**src/rtl/lcd_text_driver.sv**
```systemverilog
// ----------------------------------------------------------------------------
// lcd_text_driver
//
// Drives an HD44780-compatible character LCD (2 x 16) in 4-bit mode.
// After power-up it waits T_PWRUP cycles and sends the 4-bit init nibbles
// 3,3,3,2. It then sends the configuration bytes 28,06,0C,01 and parks in
// IDLE. A refresh request snapshots the 32-character frame and writes it out
// as: address 0x80, 16 chars of line 1, address 0xC0, 16 chars of line 2.
//
// Build option:
//   LCD_CLEAR_ON_REFRESH_EN - when defined, every refresh first sends a clear
//                             command (0x01) and waits T_CLR before 0x80.
//
// Parameters (all in clk cycles):
//   T_PWRUP  power-on wait before the first init nibble
//   T_EHI    lcd_e high time, also the data setup time before E rises
//   T_NIB    gap between the high and low nibble of one byte
//   T_CMD    wait after each byte or init nibble
//   T_CLR    wait after the clear command 0x01
//
// Ports:
//   clk      clock, rising edge
//   rst_n    synchronous active-low reset
//   cls      refresh request, level-sampled every cycle
//   strdata  32 ASCII chars; line 1 = [255:128], line 2 = [127:0], leftmost
//            char in the MSBs
//   lcd_e    enable strobe (registered)
//   lcd_rs   register select, 0 = command, 1 = data
//   lcd_rw   read/write, always 0 (write only)
//   lcd_dat  4-bit data nibble
//   busy     high whenever the controller is not in IDLE
// ----------------------------------------------------------------------------
module lcd_text_driver #(
    parameter int T_PWRUP = 750000,
    parameter int T_EHI   = 12,
    parameter int T_NIB   = 50,
    parameter int T_CMD   = 2000,
    parameter int T_CLR   = 82000
) (
    input  logic         clk,
    input  logic         rst_n,
    input  logic         cls,
    input  logic [255:0] strdata,
    output logic         lcd_e,
    output logic         lcd_rs,
    output logic         lcd_rw,
    output logic [3:0]   lcd_dat,
    output logic         busy
);

    // Terminal counts: a phase of length N ends when the counter reads N-1.
    localparam logic [31:0] LAST_PWRUP = 32'(T_PWRUP - 1);
    localparam logic [31:0] LAST_EHI   = 32'(T_EHI - 1);
    localparam logic [31:0] LAST_NIB   = 32'(T_NIB - 1);
    localparam logic [31:0] LAST_CMD   = 32'(T_CMD - 1);
    localparam logic [31:0] LAST_CLR   = 32'(T_CLR - 1);

    typedef enum logic [3:0] {
        S_PWR_WAIT = 4'd0,
        S_INIT     = 4'd1,
        S_CFG      = 4'd2,
        S_IDLE     = 4'd3,
`ifdef LCD_CLEAR_ON_REFRESH_EN
        S_CLR      = 4'd4,
`endif
        S_ADDR1    = 4'd5,
        S_LINE1    = 4'd6,
        S_ADDR2    = 4'd7,
        S_LINE2    = 4'd8
    } state_t;

    // Phases of one transfer. Init nibbles skip GAP/SU_LO/E_LO.
    typedef enum logic [2:0] {
        P_SU_HI = 3'd0,   // high nibble driven, E low (setup)
        P_E_HI  = 3'd1,   // E high, high nibble
        P_GAP   = 3'd2,   // E low between nibbles
        P_SU_LO = 3'd3,   // low nibble driven, E low (setup)
        P_E_LO  = 3'd4,   // E high, low nibble
        P_WAIT  = 3'd5    // execution wait after the transfer
    } phase_t;

    state_t        state_reg,   state_next;
    phase_t        phase_reg,   phase_next;
    logic [31:0]   cnt_reg,     cnt_next;
    logic [3:0]    idx_reg,     idx_next;
    logic          pending_reg, pending_next;
    logic [255:0]  snap_reg,    snap_next;
    logic          e_reg,       e_next;
    logic          rs_reg,      rs_next;
    logic [3:0]    dat_reg,     dat_next;

    logic          byte_done;
    logic [31:0]   phase_last;
    logic [7:0]    cur_byte;
    logic          cur_rs;
    logic [7:0]    next_byte;

    // Character view of the snapshot: chars[0..15] = line 1, chars[16..31] =
    // line 2, each left to right.
    logic [7:0]    chars [32];

    generate
        for (genvar gi = 0; gi < 32; gi++) begin : g_chars
            assign chars[gi] = snap_reg[255 - 8*gi -: 8];
        end
    endgenerate

    // Byte (or, in INIT, nibble placed in the upper half) sent in a state.
    function automatic logic [7:0] byte_of(
        input state_t     st,
        input logic [3:0] idx,
        input logic [7:0] ch1,
        input logic [7:0] ch2
    );
        logic [7:0] b;
        b = 8'h00;
        case (st)
            S_INIT:  b = (idx == 4'd3) ? 8'h20 : 8'h30;
            S_CFG: begin
                case (idx[1:0])
                    2'd0:    b = 8'h28;
                    2'd1:    b = 8'h06;
                    2'd2:    b = 8'h0C;
                    default: b = 8'h01;
                endcase
            end
`ifdef LCD_CLEAR_ON_REFRESH_EN
            S_CLR:   b = 8'h01;
`endif
            S_ADDR1: b = 8'h80;
            S_LINE1: b = ch1;
            S_ADDR2: b = 8'hC0;
            S_LINE2: b = ch2;
            default: b = 8'h00;
        endcase
        return b;
    endfunction

    // ------------------------------------------------------------------------
    // State register (also holds the registered LCD outputs)
    // ------------------------------------------------------------------------
    always_ff @(posedge clk) begin
        if (!rst_n) begin
            state_reg   <= S_PWR_WAIT;
            phase_reg   <= P_WAIT;
            cnt_reg     <= '0;
            idx_reg     <= '0;
            pending_reg <= 1'b0;
            snap_reg    <= '0;
            e_reg       <= 1'b0;
            rs_reg      <= 1'b0;
            dat_reg     <= 4'h0;
        end else begin
            state_reg   <= state_next;
            phase_reg   <= phase_next;
            cnt_reg     <= cnt_next;
            idx_reg     <= idx_next;
            pending_reg <= pending_next;
            snap_reg    <= snap_next;
            e_reg       <= e_next;
            rs_reg      <= rs_next;
            dat_reg     <= dat_next;
        end
    end

    // Byte currently in flight; the clear command gets the long wait. Data
    // bytes never do, even if a character happens to be 0x01.
    assign cur_byte = byte_of(state_reg, idx_reg,
                              chars[{1'b0, idx_reg}], chars[{1'b1, idx_reg}]);
    assign cur_rs   = (state_reg == S_LINE1) || (state_reg == S_LINE2);

    always_comb begin
        phase_last = LAST_EHI;
        case (phase_reg)
            P_GAP:   phase_last = LAST_NIB;
            P_WAIT:  phase_last = (cur_byte == 8'h01 && !cur_rs) ? LAST_CLR : LAST_CMD;
            default: phase_last = LAST_EHI;
        endcase
    end

    // ------------------------------------------------------------------------
    // Next-state logic
    // ------------------------------------------------------------------------
    always_comb begin
        state_next   = state_reg;
        phase_next   = phase_reg;
        cnt_next     = cnt_reg + 32'd1;
        idx_next     = idx_reg;
        pending_next = pending_reg;
        snap_next    = snap_reg;
        byte_done    = 1'b0;

        case (state_reg)
            S_PWR_WAIT: begin
                if (cnt_reg == LAST_PWRUP) begin
                    state_next = S_INIT;
                    phase_next = P_SU_HI;
                    cnt_next   = '0;
                    idx_next   = '0;
                end
            end

            S_IDLE: begin
                cnt_next = '0;
                if (cls || pending_reg) begin
                    // Frame is frozen here; later strdata changes are ignored
                    // until the next refresh.
                    snap_next    = strdata;
                    pending_next = 1'b0;
                    phase_next   = P_SU_HI;
                    idx_next     = '0;
`ifdef LCD_CLEAR_ON_REFRESH_EN
                    state_next   = S_CLR;
`else
                    state_next   = S_ADDR1;
`endif
                end
            end

            default: begin
                // Transfer sequencer shared by all sending states.
                if (cnt_reg == phase_last) begin
                    cnt_next = '0;
                    case (phase_reg)
                        P_SU_HI: phase_next = P_E_HI;
                        P_E_HI:  phase_next = (state_reg == S_INIT) ? P_WAIT : P_GAP;
                        P_GAP:   phase_next = P_SU_LO;
                        P_SU_LO: phase_next = P_E_LO;
                        P_E_LO:  phase_next = P_WAIT;
                        default: begin
                            phase_next = P_SU_HI;
                            byte_done  = 1'b1;
                        end
                    endcase
                end

                if (byte_done) begin
                    case (state_reg)
                        S_INIT: begin
                            idx_next = idx_reg + 4'd1;
                            if (idx_reg == 4'd3) begin
                                state_next = S_CFG;
                                idx_next   = '0;
                            end
                        end
                        S_CFG: begin
                            idx_next = idx_reg + 4'd1;
                            if (idx_reg == 4'd3) begin
                                state_next = S_IDLE;
                                idx_next   = '0;
                            end
                        end
`ifdef LCD_CLEAR_ON_REFRESH_EN
                        S_CLR: begin
                            state_next = S_ADDR1;
                        end
`endif
                        S_ADDR1: begin
                            state_next = S_LINE1;
                            idx_next   = '0;
                        end
                        // The 4-bit index rolls 15 -> 0 on the same edge that
                        // moves on to the next address command.
                        S_LINE1: begin
                            idx_next = idx_reg + 4'd1;
                            if (idx_reg == 4'd15) begin
                                state_next = S_ADDR2;
                            end
                        end
                        S_ADDR2: begin
                            state_next = S_LINE2;
                            idx_next   = '0;
                        end
                        S_LINE2: begin
                            idx_next = idx_reg + 4'd1;
                            if (idx_reg == 4'd15) begin
                                state_next = S_IDLE;
                            end
                        end
                        default: begin
                            state_next = S_PWR_WAIT;
                            cnt_next   = '0;
                        end
                    endcase
                end
            end
        endcase

        // Requests arriving while busy collapse into a single pending refresh.
        if (cls && (state_reg != S_IDLE)) begin
            pending_next = 1'b1;
        end
    end

    // ------------------------------------------------------------------------
    // Output logic: decoded from the next state so the registered outputs line
    // up exactly with the phase they belong to.
    // ------------------------------------------------------------------------
    assign next_byte = byte_of(state_next, idx_next,
                               chars[{1'b0, idx_next}], chars[{1'b1, idx_next}]);

    always_comb begin
        e_next   = 1'b0;
        rs_next  = 1'b0;
        dat_next = 4'h0;
        if ((state_next != S_PWR_WAIT) && (state_next != S_IDLE)) begin
            rs_next = (state_next == S_LINE1) || (state_next == S_LINE2);
            e_next  = (phase_next == P_E_HI) || (phase_next == P_E_LO);
            // Each nibble is held after E falls, so data only ever changes
            // while E is low.
            if (state_next == S_INIT) begin
                dat_next = next_byte[7:4];
            end else begin
                case (phase_next)
                    P_SU_HI, P_E_HI, P_GAP: dat_next = next_byte[7:4];
                    default:                dat_next = next_byte[3:0];
                endcase
            end
        end
    end

    assign lcd_e   = e_reg;
    assign lcd_rs  = rs_reg;
    assign lcd_dat = dat_reg;
    assign lcd_rw  = 1'b0;
    assign busy    = (state_reg != S_IDLE);

endmodule

```
**config.mk**
```make
export PLATFORM = sky130hd
export DESIGN_NAME = lcd_text_driver
export DESIGN_NICKNAME = d
export VERILOG_FILES = /design/src/rtl/lcd_text_driver.sv
export SDC_FILE = /design/constraint.sdc
export NUM_CORES = 1
export LEC_CHECK = 0
export BUFFER_PORTS_ARGS = -buffer_cell sky130_fd_sc_hd__buf_2
export CELL_PAD_IN_SITES_DETAIL_PLACEMENT = 0
export CELL_PAD_IN_SITES_GLOBAL_PLACEMENT = 1
export CORE_UTILIZATION = 37
export CTS_CLUSTER_SIZE = 12
export DETAILED_ROUTE_END_ITERATION = 8
export PLACE_DENSITY_LB_ADDON = 0.1
export SYNTH_ARGS = -nofsm -noshare
export SYNTH_HDL_FRONTEND = slang
export SYNTH_SLANG_ARGS = --single-unit
```
**constraint.sdc**
```tcl
create_clock -name clk -period 3.9 [get_ports clk]
set_input_delay 0.975 -clock clk [delete_from_list [all_inputs] [get_ports clk]]
set_output_delay 0.975 -clock clk [all_outputs]
set_load 0.02 [all_outputs]
```
==> reports/qor.yml <==
status: "complete, but fails checks"
violations: "setup timing"
worstSetupPathType: "reg -> reg"
h-tree-depth: 2
synth-compound-area-share: 0.199
die_w_um: 205
cts.sinks: 306
drt-initial-drc-count: 836
ctsRootBufferMaster: "clkbuf_16"
cts_hold_buf: 0
yosysWarnings: 0
vias: 14700
synth_area_leader_cell: "dfxtp_1"
dpl.hpwl_um: 42700
synthAdderAreaFrac: 0.00824
cts_buffers: 36
dp_slack_ns: -0.417
yosysSeqAreaShare: 0.404
areaGrowthSynthToFinish_pct: 29.3
final_cell_area_mm2: 0.0196
synth_top_family_by_area: "simple AND/OR/NAND/NOR gates"
cp_slowest_cell: "dfxtp_4"
leakage_nw: 7.54
synthFlopType: "dfxtp_1"
drive_above_1_share: 0.250
setup_viol: 4
rrSetupSlack_ns: -0.1
crit_chain: "buf_4 > ha_1 > buf_4 > and3_1 > a31oi_2 > o211ai_4 > a21o_4 > a211o_4 > a2111o_1 > a211o_4 > or2_4 > a221oi_4 > o21ai_2 > a41o_1 > a31oi_1"
postLayoutSetupSlackWorst_ns: -0.0965
end_kind: "register"
min_period_over_period: 1.02
die-area_mm2: 0.0418
place_inst: 2756
routed_wl_um: 56200
path_max_fanout: 8
maxSlewViolCount: 0
grt_setup_unrepaired: "yes"
num_io_pins: 267
grt_pass1_vias: 14700
initial_core_util: 0.379
synth_xor_area_frac: 0.0190
die_h_um: 205
drt_pre_antenna_iters: 5
peakVddDrop_mv: 0.320
layout.nets: 2550
grt_max_degree: 229
synth-edff-count: 0
synthMuxAreaShare: 0.0730
avgRoutedWirePerCell_um: 19.8
cp_data_required_time_ns: 4.38
antenna_found_initial: 0
hold_path.class: "reg -> reg"
synth_cell_type_count: 79
max_freq_mhz: 250
synth_common_cells: "nand2_1 (666), dfxtp_1 (306), a21boi_0 (256)"
synthCells: 1940
ys_ff_latch: 306
final-hold-violation-count: 0
cap_violations: 0
startpoint_type: "register"
synth.most_common_cell: "nand2_1"
routabilityCongestion: 0.938
tightest_slew_ns: 1.40
rows: 73
placed_area_mm2: 0.0180
synth-simple-area-share: 0.254
clockBufferDepth: 3
power_density_mw_per_mm2: 347
cp.arrival_ns: 4.48
async_reset_ff_frac: 0
power.total_mw: 6.81
clk_pin_slew_ns: 0.06
slew_headroom: 0.0663
grt_use_total: 0.270
syn_nets: 2209
largest_reg_flops: 256
fin_worst_skew_ns: 0.0340
grt.overflow.total: 0
grt_pass1_wl_um: 86100
postRouteAntennaNets: 0
vias_per_cell: 5.17
core-area_mm2: 0.0401
drc_errors: 0
syn_area_mm2: 0.0152
slowest_delay_ns: 0.38
diodes: 0
synthTopCellsByArea: "dfxtp_1 (40%), nand2_1 (16%), a21boi_0 (13%), mux2i_1 (6.3%), clkbuf_1 (2.6%)"
final_util: 0.489
syn_area_per_cell_um2: 7.83
io_buffers: 265
instances_no_fill: 2833
worstSkewPairLatency_ns: 0.55
period_needed_ns: 4.00
synth_top_area_share: 0.404
tritoncts: "done"
==> timing repair <==
action                                  CTS  global route
gates cloned                              1             0
buffers inserted                         10             3
endpoints found under the setup margin    6             6
pin swaps                                12            19
resized for setup                        30            31
==> layer usage <==
| metal | vias to the layer above | GRT usage | part of all wire | wire, um |
|---|---|---|---|---|
| met5 | - | 0 | 0 | 0 |
| met4 | 0 | 0.0653 | 0.016 | 877 |
| met3 | 53 | 0.0275 | 0.034 | 1940 |
| met2 | 313 | 0.467 | 0.49 | 27700 |
| met1 | 7040 | 0.359 | 0.46 | 25700 |
| li1 | 7251 | - | - | - |
==> stage by stage <==
step | TNS [ns] | hold WS [ns]
floorplan | 0 | 0.439
global placement | -1.23 | 0.450
detailed placement | -1.67 | 0.455
CTS | -0.0409 | 0.463
global route | -0.809 | 0.485
finish | -0.325 | 0.459
==> path summary, 6_finish.rpt <==
path / from / end / cells after the start
worst max-delay path: idx_reg[0]$_SDFF_PN0_ / lcd_dat[2]$_SDFF_PN0_ / 15
worst min-delay path: chars[179]$_SDFFE_PN0P_ / chars[179]$_SDFFE_PN0P_ / 2
worst max register to register: idx_reg[0]$_SDFF_PN0_ / lcd_dat[2]$_SDFF_PN0_ / 15
worst min register to register: chars[179]$_SDFFE_PN0P_ / chars[179]$_SDFFE_PN0P_ / 2
==> power by group <==
group / internal [mW] / total (mW) / switching (mW)
sequential: 3.13 / 3.13 / 0.00289
clock: 2.08 / 3.45 / 1.37
combinational: 0.133 / 0.230 / 0.0976
==> layout by cell type, fill, tap and decap left out, types with 10 or more instances in the layout <==
master	count
a21boi_0	256
a21oi_1	31
and2_1	10
and3_1	24
buf_12	12
buf_2	264
buf_4	165
clkbuf_16	36
dfxtp_1	304
ha_1	10
inv_1	10
mux2i_1	87
nand2_1	664
nand2b_1	11
nand3_1	43
nand4_1	22
nor2_1	80
nor3_1	15
nor4_1	10
o21ai_0	12
xnor2_1	13
xor2_1	20
==> final cells by class <==
cell class / instances / area [um^2]
sequential: 306 / 6130
multi-input combinational: 1477 / 8680
clock inverter: 13 / 161
fill: 4070 / 20500
inverter: 12 / 45.0
clock buffer: 52 / 1050
tap: 525 / 657
timing repair buffer: 448 / 2900
==> cell families after synthesis <==
| family | Yosys count |
|---|---|
| compound gates | 406 |
| xor+xnor | 33 |
| fa+ha+maj | 10 |
| buf+inv | 157 |
| flops | 306 |
| mux | 107 |
| other cells | 1 |
| simple gates | 920 |
==> worst max-delay path: cells and delay by family (launching register included) <==
kind                       cells  cell delay (ns)
and+or+nand+nor                2             0.48
DFF                            1             0.38
AOI/OAI and AO/OA             10             2.47
adders and majority gates      1             0.25
buffers and inverters          2             0.32
Power figures use the tool's default switching activity.
